**src/rtl/pe_ctrl_fsm_if.sv**
```systemverilog
// Control-side bundle between the accelerator controller and pe_ctrl_fsm.
// Optional perf_stall_cnt is present only when PE_CTRL_PERF_EN is defined.
interface pe_ctrl_fsm_if #(
  parameter int CFG_W = 32
);
  logic             stall;
  logic             start_conv;
  logic             start_again;
  logic [CFG_W-1:0] cfg_ci;
  logic [CFG_W-1:0] cfg_co;
  logic [CFG_W-1:0] cfg_rows;
  logic             ifm_read;
  logic             wgt_read;
  logic             p_valid_output;
  logic             last_chanel_output;
  logic             end_conv;
  logic             busy;
`ifdef PE_CTRL_PERF_EN
  logic [31:0]      perf_stall_cnt;

  modport master (
    output stall, start_conv, start_again,
    output cfg_ci, cfg_co, cfg_rows,
    input  ifm_read, wgt_read,
    input  p_valid_output, last_chanel_output,
    input  end_conv, busy, perf_stall_cnt
  );

  modport slave (
    input  stall, start_conv, start_again,
    input  cfg_ci, cfg_co, cfg_rows,
    output ifm_read, wgt_read,
    output p_valid_output, last_chanel_output,
    output end_conv, busy, perf_stall_cnt
  );
`else
  modport master (
    output stall, start_conv, start_again,
    output cfg_ci, cfg_co, cfg_rows,
    input  ifm_read, wgt_read,
    input  p_valid_output, last_chanel_output,
    input  end_conv, busy
  );

  modport slave (
    input  stall, start_conv, start_again,
    input  cfg_ci, cfg_co, cfg_rows,
    output ifm_read, wgt_read,
    output p_valid_output, last_chanel_output,
    output end_conv, busy
  );
`endif
endinterface

```
**src/rtl/pe_ctrl_fsm.sv**
```systemverilog
// PE array control FSM: preload/stream sequencing, tile walk, psum delay.
// Define PE_CTRL_PERF_EN to add the saturating perf_stall_cnt counter.
module pe_ctrl_fsm #(
  parameter int TILE_LEN   = 16,
  parameter int K_PRE      = 3,
  parameter int CH_GRP     = 8,
  parameter int PIPE_DEPTH = 4,
  parameter int CFG_W      = 32
) (
  input logic         clk,
  input logic         rst_n,
  pe_ctrl_fsm_if.slave bus
);
  localparam int LG = $clog2(CH_GRP);
  localparam int CW = CFG_W + LG;
  localparam int MX = (K_PRE > TILE_LEN) ? K_PRE : TILE_LEN;
  localparam int PW = $clog2(MX) + 1;

  typedef enum logic [2:0] {
    IDLE, LOAD, STREAM, WAIT, FINISH
  } state_t;

  state_t  state;
  logic [PW-1:0] cyc;
  logic [CW-1:0] pass, row, co;
  logic [CW-1:0] ci_last, co_last, row_last;
  logic ifm_q, wgt_q, pv_q, lc_q;
  logic end_q, busy_q;
  logic [PIPE_DEPTH-1:0] pv_dl, lc_dl;
  logic last_pass, last_tile;

  assign last_pass = (pass == ci_last);
  assign last_tile = (row == row_last) &&
                     (co == co_last);

  // Outputs are assigned alongside the state they belong to.
  always_ff @(posedge clk) begin
    if (!rst_n) begin
      state    <= IDLE;
      cyc      <= '0;
      pass     <= '0;
      row      <= '0;
      co       <= '0;
      ci_last  <= '0;
      co_last  <= '0;
      row_last <= '0;
      ifm_q    <= 1'b0;
      wgt_q    <= 1'b0;
      pv_q     <= 1'b0;
      lc_q     <= 1'b0;
      end_q    <= 1'b0;
      busy_q   <= 1'b0;
    end else if (!bus.stall) begin
      unique case (state)
        IDLE: if (bus.start_conv) begin
          ci_last  <= (CW'(bus.cfg_ci) << LG)
                    | CW'(CH_GRP - 1);
          co_last  <= (CW'(bus.cfg_co) << LG)
                    | CW'(CH_GRP - 1);
          row_last <= CW'(bus.cfg_rows);
          cyc      <= '0;
          pass     <= '0;
          row      <= '0;
          co       <= '0;
          state    <= LOAD;
          ifm_q    <= 1'b1;
          wgt_q    <= 1'b1;
          busy_q   <= 1'b1;
        end
        LOAD: if (cyc == PW'(K_PRE - 1)) begin
          cyc   <= '0;
          state <= STREAM;
          wgt_q <= 1'b0;
          pv_q  <= 1'b1;
          lc_q  <= last_pass;
        end else begin
          cyc <= cyc + 1'b1;
        end
        STREAM: if (cyc == PW'(TILE_LEN - 1)) begin
          cyc  <= '0;
          pv_q <= 1'b0;
          lc_q <= 1'b0;
          if (!last_pass) begin
            pass  <= pass + 1'b1;
            state <= LOAD;
            wgt_q <= 1'b1;
          end else if (!last_tile) begin
            pass  <= '0;
            state <= WAIT;
            ifm_q <= 1'b0;
            if (row == row_last) begin
              row <= '0;
              co  <= co + 1'b1;
            end else begin
              row <= row + 1'b1;
            end
          end else begin
            state <= FINISH;
            ifm_q <= 1'b0;
            end_q <= 1'b1;
          end
        end else begin
          cyc <= cyc + 1'b1;
        end
        WAIT: if (bus.start_again) begin
          state <= LOAD;
          ifm_q <= 1'b1;
          wgt_q <= 1'b1;
        end
        FINISH: begin
          state  <= IDLE;
          end_q  <= 1'b0;
          busy_q <= 1'b0;
        end
        default: state <= IDLE;
      endcase
    end
  end

  always_ff @(posedge clk) begin
    if (!rst_n) begin
      pv_dl <= '0;
      lc_dl <= '0;
    end else if (!bus.stall) begin
      pv_dl <= (pv_dl << 1) | PIPE_DEPTH'(pv_q);
      lc_dl <= (lc_dl << 1) | PIPE_DEPTH'(lc_q);
    end
  end

  assign bus.ifm_read           = ifm_q;
  assign bus.wgt_read           = wgt_q;
  assign bus.p_valid_output     = pv_dl[PIPE_DEPTH-1];
  assign bus.last_chanel_output = lc_dl[PIPE_DEPTH-1];
  assign bus.end_conv           = end_q;
  assign bus.busy               = busy_q;

`ifdef PE_CTRL_PERF_EN
  logic [31:0] perf;

  always_ff @(posedge clk) begin
    if (!rst_n) begin
      perf <= '0;
    end else if (bus.stall) begin
      if (busy_q && perf != 32'hFFFF_FFFF)
        perf <= perf + 1'b1;
    end else if (state == IDLE && bus.start_conv) begin
      perf <= '0;
    end
  end

  assign bus.perf_stall_cnt = perf;
`endif
endmodule
```
**src/flat_wrapper.sv**
```systemverilog
// flat-port wrapper written by rule: the top's interface ports become plain ports
module pe_ctrl_fsm_flat 
#(
  parameter int TILE_LEN   = 16,
  parameter int K_PRE      = 3,
  parameter int CH_GRP     = 8,
  parameter int PIPE_DEPTH = 4,
  parameter int CFG_W      = 32
)
  (clk, rst_n, bus_stall, bus_start_conv, bus_start_again, bus_cfg_ci, bus_cfg_co, bus_cfg_rows, bus_ifm_read, bus_wgt_read, bus_p_valid_output, bus_last_chanel_output, bus_end_conv, bus_busy);
  pe_ctrl_fsm_if #(.CFG_W(CFG_W)) bus_i ();
  input logic clk;
  input logic rst_n;
  input wire logic [$bits(bus_i.stall)-1:0] bus_stall;
  input wire logic [$bits(bus_i.start_conv)-1:0] bus_start_conv;
  input wire logic [$bits(bus_i.start_again)-1:0] bus_start_again;
  input wire logic [$bits(bus_i.cfg_ci)-1:0] bus_cfg_ci;
  input wire logic [$bits(bus_i.cfg_co)-1:0] bus_cfg_co;
  input wire logic [$bits(bus_i.cfg_rows)-1:0] bus_cfg_rows;
  output wire logic [$bits(bus_i.ifm_read)-1:0] bus_ifm_read;
  output wire logic [$bits(bus_i.wgt_read)-1:0] bus_wgt_read;
  output wire logic [$bits(bus_i.p_valid_output)-1:0] bus_p_valid_output;
  output wire logic [$bits(bus_i.last_chanel_output)-1:0] bus_last_chanel_output;
  output wire logic [$bits(bus_i.end_conv)-1:0] bus_end_conv;
  output wire logic [$bits(bus_i.busy)-1:0] bus_busy;
  assign bus_i.stall = bus_stall;
  assign bus_i.start_conv = bus_start_conv;
  assign bus_i.start_again = bus_start_again;
  assign bus_i.cfg_ci = bus_cfg_ci;
  assign bus_i.cfg_co = bus_cfg_co;
  assign bus_i.cfg_rows = bus_cfg_rows;
  assign bus_ifm_read = bus_i.ifm_read;
  assign bus_wgt_read = bus_i.wgt_read;
  assign bus_p_valid_output = bus_i.p_valid_output;
  assign bus_last_chanel_output = bus_i.last_chanel_output;
  assign bus_end_conv = bus_i.end_conv;
  assign bus_busy = bus_i.busy;
  pe_ctrl_fsm #(.TILE_LEN(TILE_LEN), .K_PRE(K_PRE), .CH_GRP(CH_GRP), .PIPE_DEPTH(PIPE_DEPTH), .CFG_W(CFG_W)) u_core (.clk(clk), .rst_n(rst_n), .bus(bus_i));
endmodule
```
**config.mk**
```make
export PLATFORM = sky130hd
export DESIGN_NAME = pe_ctrl_fsm_flat
export DESIGN_NICKNAME = d
export VERILOG_FILES = /design/src/rtl/pe_ctrl_fsm_if.sv /design/src/rtl/pe_ctrl_fsm.sv /design/src/flat_wrapper.sv
export SDC_FILE = /design/constraint.sdc
export NUM_CORES = 1
export LEC_CHECK = 0
export CORE_ASPECT_RATIO = 1.2
export CORE_MARGIN = 1
export CORE_UTILIZATION = 50
export CTS_CLUSTER_DIAMETER = 80
export DETAILED_ROUTE_END_ITERATION = 8
export PLACE_DENSITY = 0.74
export SLEW_MARGIN = 20
export SYNTH_ARGS = -nofsm -noshare
export SYNTH_HDL_FRONTEND = slang
export SYNTH_SLANG_ARGS = --single-unit
```
**constraint.sdc**
```tcl
create_clock -name clk -period 2.9 [get_ports clk]
set_input_delay 0.58 -clock clk [delete_from_list [all_inputs] [get_ports clk]]
set_output_delay 0.58 -clock clk [all_outputs]
set_load 0.02 [all_outputs]
```
Word-level counts from Yosys, hierarchy flattened
Cells that the tools add are included.
Storage, ports and cells
  register bits: 229
  bits in latches: 0
  RAM bits: 0
  bits in read-only memories: 0
  bits of input ports: 101
  output and inout port bits: 6
  logic and storage cells: 107
  memories: 0
Cells by class
  add/sub/neg operators: 4
  multipliers: 0
  divide/modulo/power cells: 0
  $lt $le $gt $ge: 0
  equal/unequal tests: 19
  shift operators: 0
  mux-type cells: 45
  bitwise gates (word level): 3
  reductions and logical operators: 20
Operators with widths (number)
  two-way mux 35 bit: 12
  case mux 35 bit (2 select lines): 3
  adder 35 x 1 -> 35 bit (second input constant): 3
  equality test 35 bit: 2
  equality test 35 x 32 -> 1 bit: 1
  two-way mux 3 bit: 6
  two-way mux 5 bit: 3
  case mux 5 bit (3 select lines): 1
  AND reduction 5 bit: 3
  AND reduction 7 bit: 2
  two-way mux 1 bit: 13
  case mux 3 bit (4 select lines): 1
  AND reduction 6 bit: 2
  != test 2 x 1 -> 1 bit (second input constant): 5
  AND reduction 3 bit: 3
  != test 2 bit (second input constant): 4
  OR 4 x 1 -> 4 bit: 2
  case mux 1 bit (2 select lines): 4
  nonzero test 2 bit: 4
  equality test 3 x 2 -> 1 bit (second input constant): 2
  nonzero test 3 bit: 2
  adder 5 x 1 -> 5 bit (second input constant): 1
  equality test 5 x 2 -> 1 bit (second input constant): 1
  equality test 5 x 4 -> 1 bit (second input constant): 1
  10 further kinds: 10

Longest topological paths before layout
Gate-level depths: netlist of run 1.
  depth after elaboration: 6
  depth in mapped cells: 13
  mapped depth without buffers: 11

Least setup slack after synthesis of run 1
Ideal clock, no wire load.
  path type: reg2reg
  start: register u_core.cyc[0]
  end: register u_core.row[28]
  arrival: 2677 ps
  data required time: 2830 ps
  path slack: 153 ps
  stages on the path, launching flop included: 12
  period minus slack after synthesis: 2747 ps
  cell sequence: dfxtp_1 > ha_1 > nand3_1 > inv_1 > ha_1 > mux2i_1 > nor4_1 > nand2_1 > nor3_1 > clkbuf_1 > nand4b_1 > a21oi_1
Between the ends
  longest elaborated chain between the ends: 3
RTL lines
  start, declared: line pe_ctrl_fsm.sv:24  | logic [PW-1:0] cyc;
  start signal, assigned: line pe_ctrl_fsm.sv:77  | cyc <= cyc + 1'b1;
  start signal, assigned: line pe_ctrl_fsm.sv:103  | cyc <= cyc + 1'b1;
  equality test 5 x 4 -> 1 bit: line pe_ctrl_fsm.sv:79  | STREAM: if (cyc == PW'(TILE_LEN - 1)) begin
  != test 2 x 1 -> 1 bit (no source line)
  AND reduction 6 bit (no source line)
  end signal, assigned: line pe_ctrl_fsm.sv:95  | row <= row + 1'b1;
  end, declared: line pe_ctrl_fsm.sv:25  | logic [CW-1:0] pass, row, co;
No other way between the ends.
A chain may end at the register's enable or synchronous reset.

Final worst setup path of run 1
  start: register u_core.pass[24]
  end: register u_core.co[32]
Between the ends
  longest elaborated chain between the ends: 3
RTL lines
  start, declared: line pe_ctrl_fsm.sv:25
  start signal, assigned: line pe_ctrl_fsm.sv:84  | pass <= pass + 1'b1;
  equality test 35 bit: line pe_ctrl_fsm.sv:32  | assign last_pass = (pass == ci_last);
  != test 2 x 1 -> 1 bit (no source line)
  AND reduction 7 bit (no source line)
  end signal, assigned: line pe_ctrl_fsm.sv:93  | co <= co + 1'b1;
  end, declared: line pe_ctrl_fsm.sv:25
No other way between the ends.

==> flow_summary.yaml, run 1 <==
synthesis:
  syn_area_um2: 11300
  ys.flop_type: "dfxtp_1"
  synth_top_area_share: 0.398
  synthArstFlopShare: 0
  synth_edf_count: 0
  synth.yosys.seq_area_share: 0.398
  ys_ff_latch: 224
  avgSynthCellArea_um2: 8.05
  postSynthCellCount: 1399
  synth-warning-count: 0
  yosysTopAreaCell: "dfxtp_1"
  synth_common_cells: "nand2_1, dfxtp_1, a21boi_0"
  synth_most_common_cell: "nand2_1"
  synthTopCellsByArea: "dfxtp_1, nand2_1, a21boi_0"
  synth_cell_types: 58
  syn_nets: 1507
timing:
  timing.setup.tns_ns: 0
  maxSlewHeadroom: 0.438
  rsz0062_at_grt: "yes"
  fin_crit_ns: 2.88
  fmax_mhz: 347
  finalHoldViolCount: 0
  maxSlewViolCount: 0
  worstMarginPinSlew_ns: 0.832
  skew_ns: 0.0247
  finalCritPeriodShare: 0.993
  setup_viol: 0
place:
  place.port_buffers: 106
  hpwlAfterDp_mm: 20.9
  place_congestion: 0.883
route:
  drcViolationCount: 8
  wl_mm: 29.6
  vias: 10600
  drtAntennaViolNets: 0
  via_per_inst: 5.85
  routedWlPerCell_um: 16.3
  drtPass1Iterations: 7
  drt_iter0_markers: 897
clock_network:
  cts_max_level: 1
  cts.sinks: 224
  cts_tree: "done"
  cts_buffer_depth: 3
  clkLatencyLatePin_ns: 0.53
  clk_pin_slew_worst_paths_ns: 0.07
  hold_buffers: 0
  cts_root_buf: "clkbuf_16"
  cts_buffers: 24
floorplan:
  num_io_pins: 107
  initial_core_util: 0.514
  die_y_um: 166
  num_rows: 59
  die_area_um2: 23100
  die_x_um: 139
  core-area_um2: 21900
power:
  leakage_nw: 4.99
  ir_drop_mv: 0.462
  cellPowerDensity_nw_per_um2: 517
min_path:
  hp-class: "input port to flip-flop"
finish:
  fill_cells: 1960
  nets: 1627
  utilization: 0.631
  area_delta_synth_final_pct: 22.9
  drive_gt1_frac: 0.0995
  diodes: 0
  regArea_um2: 4490
  multiInputGateArea_um2: 6460
flow_run:
  maxCapViolations: 0
status:
  status: "finished, violations left"
  violations: "DRC"
setup_path:
  r2r_setup_slack_ns: 0.02
  arrival_ns: 3.32
  cp.required_ns: 3.34
  worst_setup_path_start_kind: "flip-flop"
  end_kind: "flip-flop"
  path_class: "flip-flop to flip-flop"
  cp_max_fo: 5
global_route:
  overflow: 0
  grt_max_degree: 81
  antenna_found_initial: 0
  grt_usage: 0.257
  grt_pass1_vias: 10200
  grt_pass1_wl_mm: 49.4
==> stage by stage <==
step,cells,power [mW],cell area (um^2),hold slack (ns),setup WS (ns)
finish,1811,7.15,13800,0.462,0.0214
global route,1811,7.42,13800,0.466,-0.0473
CTS,1810,7.21,13800,0.442,0.0421
detailed placement,1766,4.13,13000,0.471,-0.0985
global placement,1766,4.11,13000,0.462,-0.0602
floorplan,1399,3.76,11300,0.441,0.153
==> critical path, cell delays in order (launching register included) <==
cell and delay [ns]:
dfxtp_1 0.41, xnor2_1 0.15, nand4_1 0.19, nor4_4 0.36, buf_4 0.18, nand3_1 0.18, buf_4 0.23, nor3_2 0.22
nand2_1 0.18, or4_1 0.52, a21boi_1 0.19
==> final cells by class <==
| type | instances | share of cell area |
|---|---|---|
| well taps | 274 | 0.0248 |
| inverters | 15 | 0.00407 |
| repair buffers | 182 | 0.123 |
| flip-flops and latches | 224 | 0.324 |
| clock buffers | 29 | 0.0469 |
| clock inverters | 15 | 0.0104 |
| multi-input cells | 1072 | 0.466 |
==> registers in the layout, indices dropped and copies added (netlist names), 3 cells and up <==
register and count:
u_core.lc_dl 4, u_core.pv_dl 4, u_core.pass 35, u_core.ci_last 33, u_core.cyc 5, u_core.row_last 32
u_core.row 35, u_core.state 3, u_core.co 35, u_core.co_last 32
==> cells by family after synthesis <==
family | count (synthesis) | share of synthesized area
DFF | 224 | 0.398
muxes | 12 | 0.0107
buffers and inverters | 103 | 0.0353
and+or+nand+nor | 602 | 0.262
adders and majority gates | 7 | 0.00777
AOI/OAI and AO/OA | 352 | 0.209
xor gates and xnor gates | 99 | 0.0770
==> placed cells by master (no fill, tap or decap), types with 25 or more instances in the layout <==
cell type / n
nor2_1: 65
dfxtp_1: 221
xor2_1: 37
clkdlybuf4s50_1: 105
nand4_1: 42
xnor2_1: 60
o211ai_1: 43
o21ai_0: 66
nand3_1: 46
and3_1: 25
a21boi_0: 111
buf_4: 70
nand2_1: 281
a21oi_1: 38
o31ai_1: 36
==> report_power, final <==
group	switching [mW]	leakage (nW)	total [mW]	internal (mW)
logic	0.447	2.78	0.843	0.396
registers	0.0726	1.82	3.24	3.17
clock network	1.29	0.390	3.07	1.78
total	1.81	4.99	7.15	5.34
==> metal layers <==
metal / vias to the layer above / track usage / routed length [um] / part of all wire
met5: - / 0 / 0 / 0
met4: 0 / 0.109 / 978 / 0.033
met3: 70 / 0.0305 / 1470 / 0.050
met2: 350 / 0.449 / 14400 / 0.49
met1: 4982 / 0.319 / 12700 / 0.43
li1: 5186 / - / - / -
==> timing repair <==
item / CTS / global route
setup buffers: 0 / 1
endpoints found under the setup margin: 11 / 22
gates resized for setup: 3 / 12
pin swaps: 2 / 3
==> path summary, 6_finish.rpt <==
check,to,depth (start not counted),startpoint
worst min-delay path,u_core.row[32],3,rst_n
worst max-delay path,u_core.co[32],10,u_core.pass[24]
worst max register to register,u_core.co[32],10,u_core.pass[24]
worst min register to register,u_core.row_last[30],2,u_core.row_last[30]
Power figures use the tool's default switching activity.
==> run 2, diff against run 1 <==
- SLEW_MARGIN: 20 -> not set
==> results of run 2 <==
The final DEF is identical to that of run 1; final timing and power are the same.
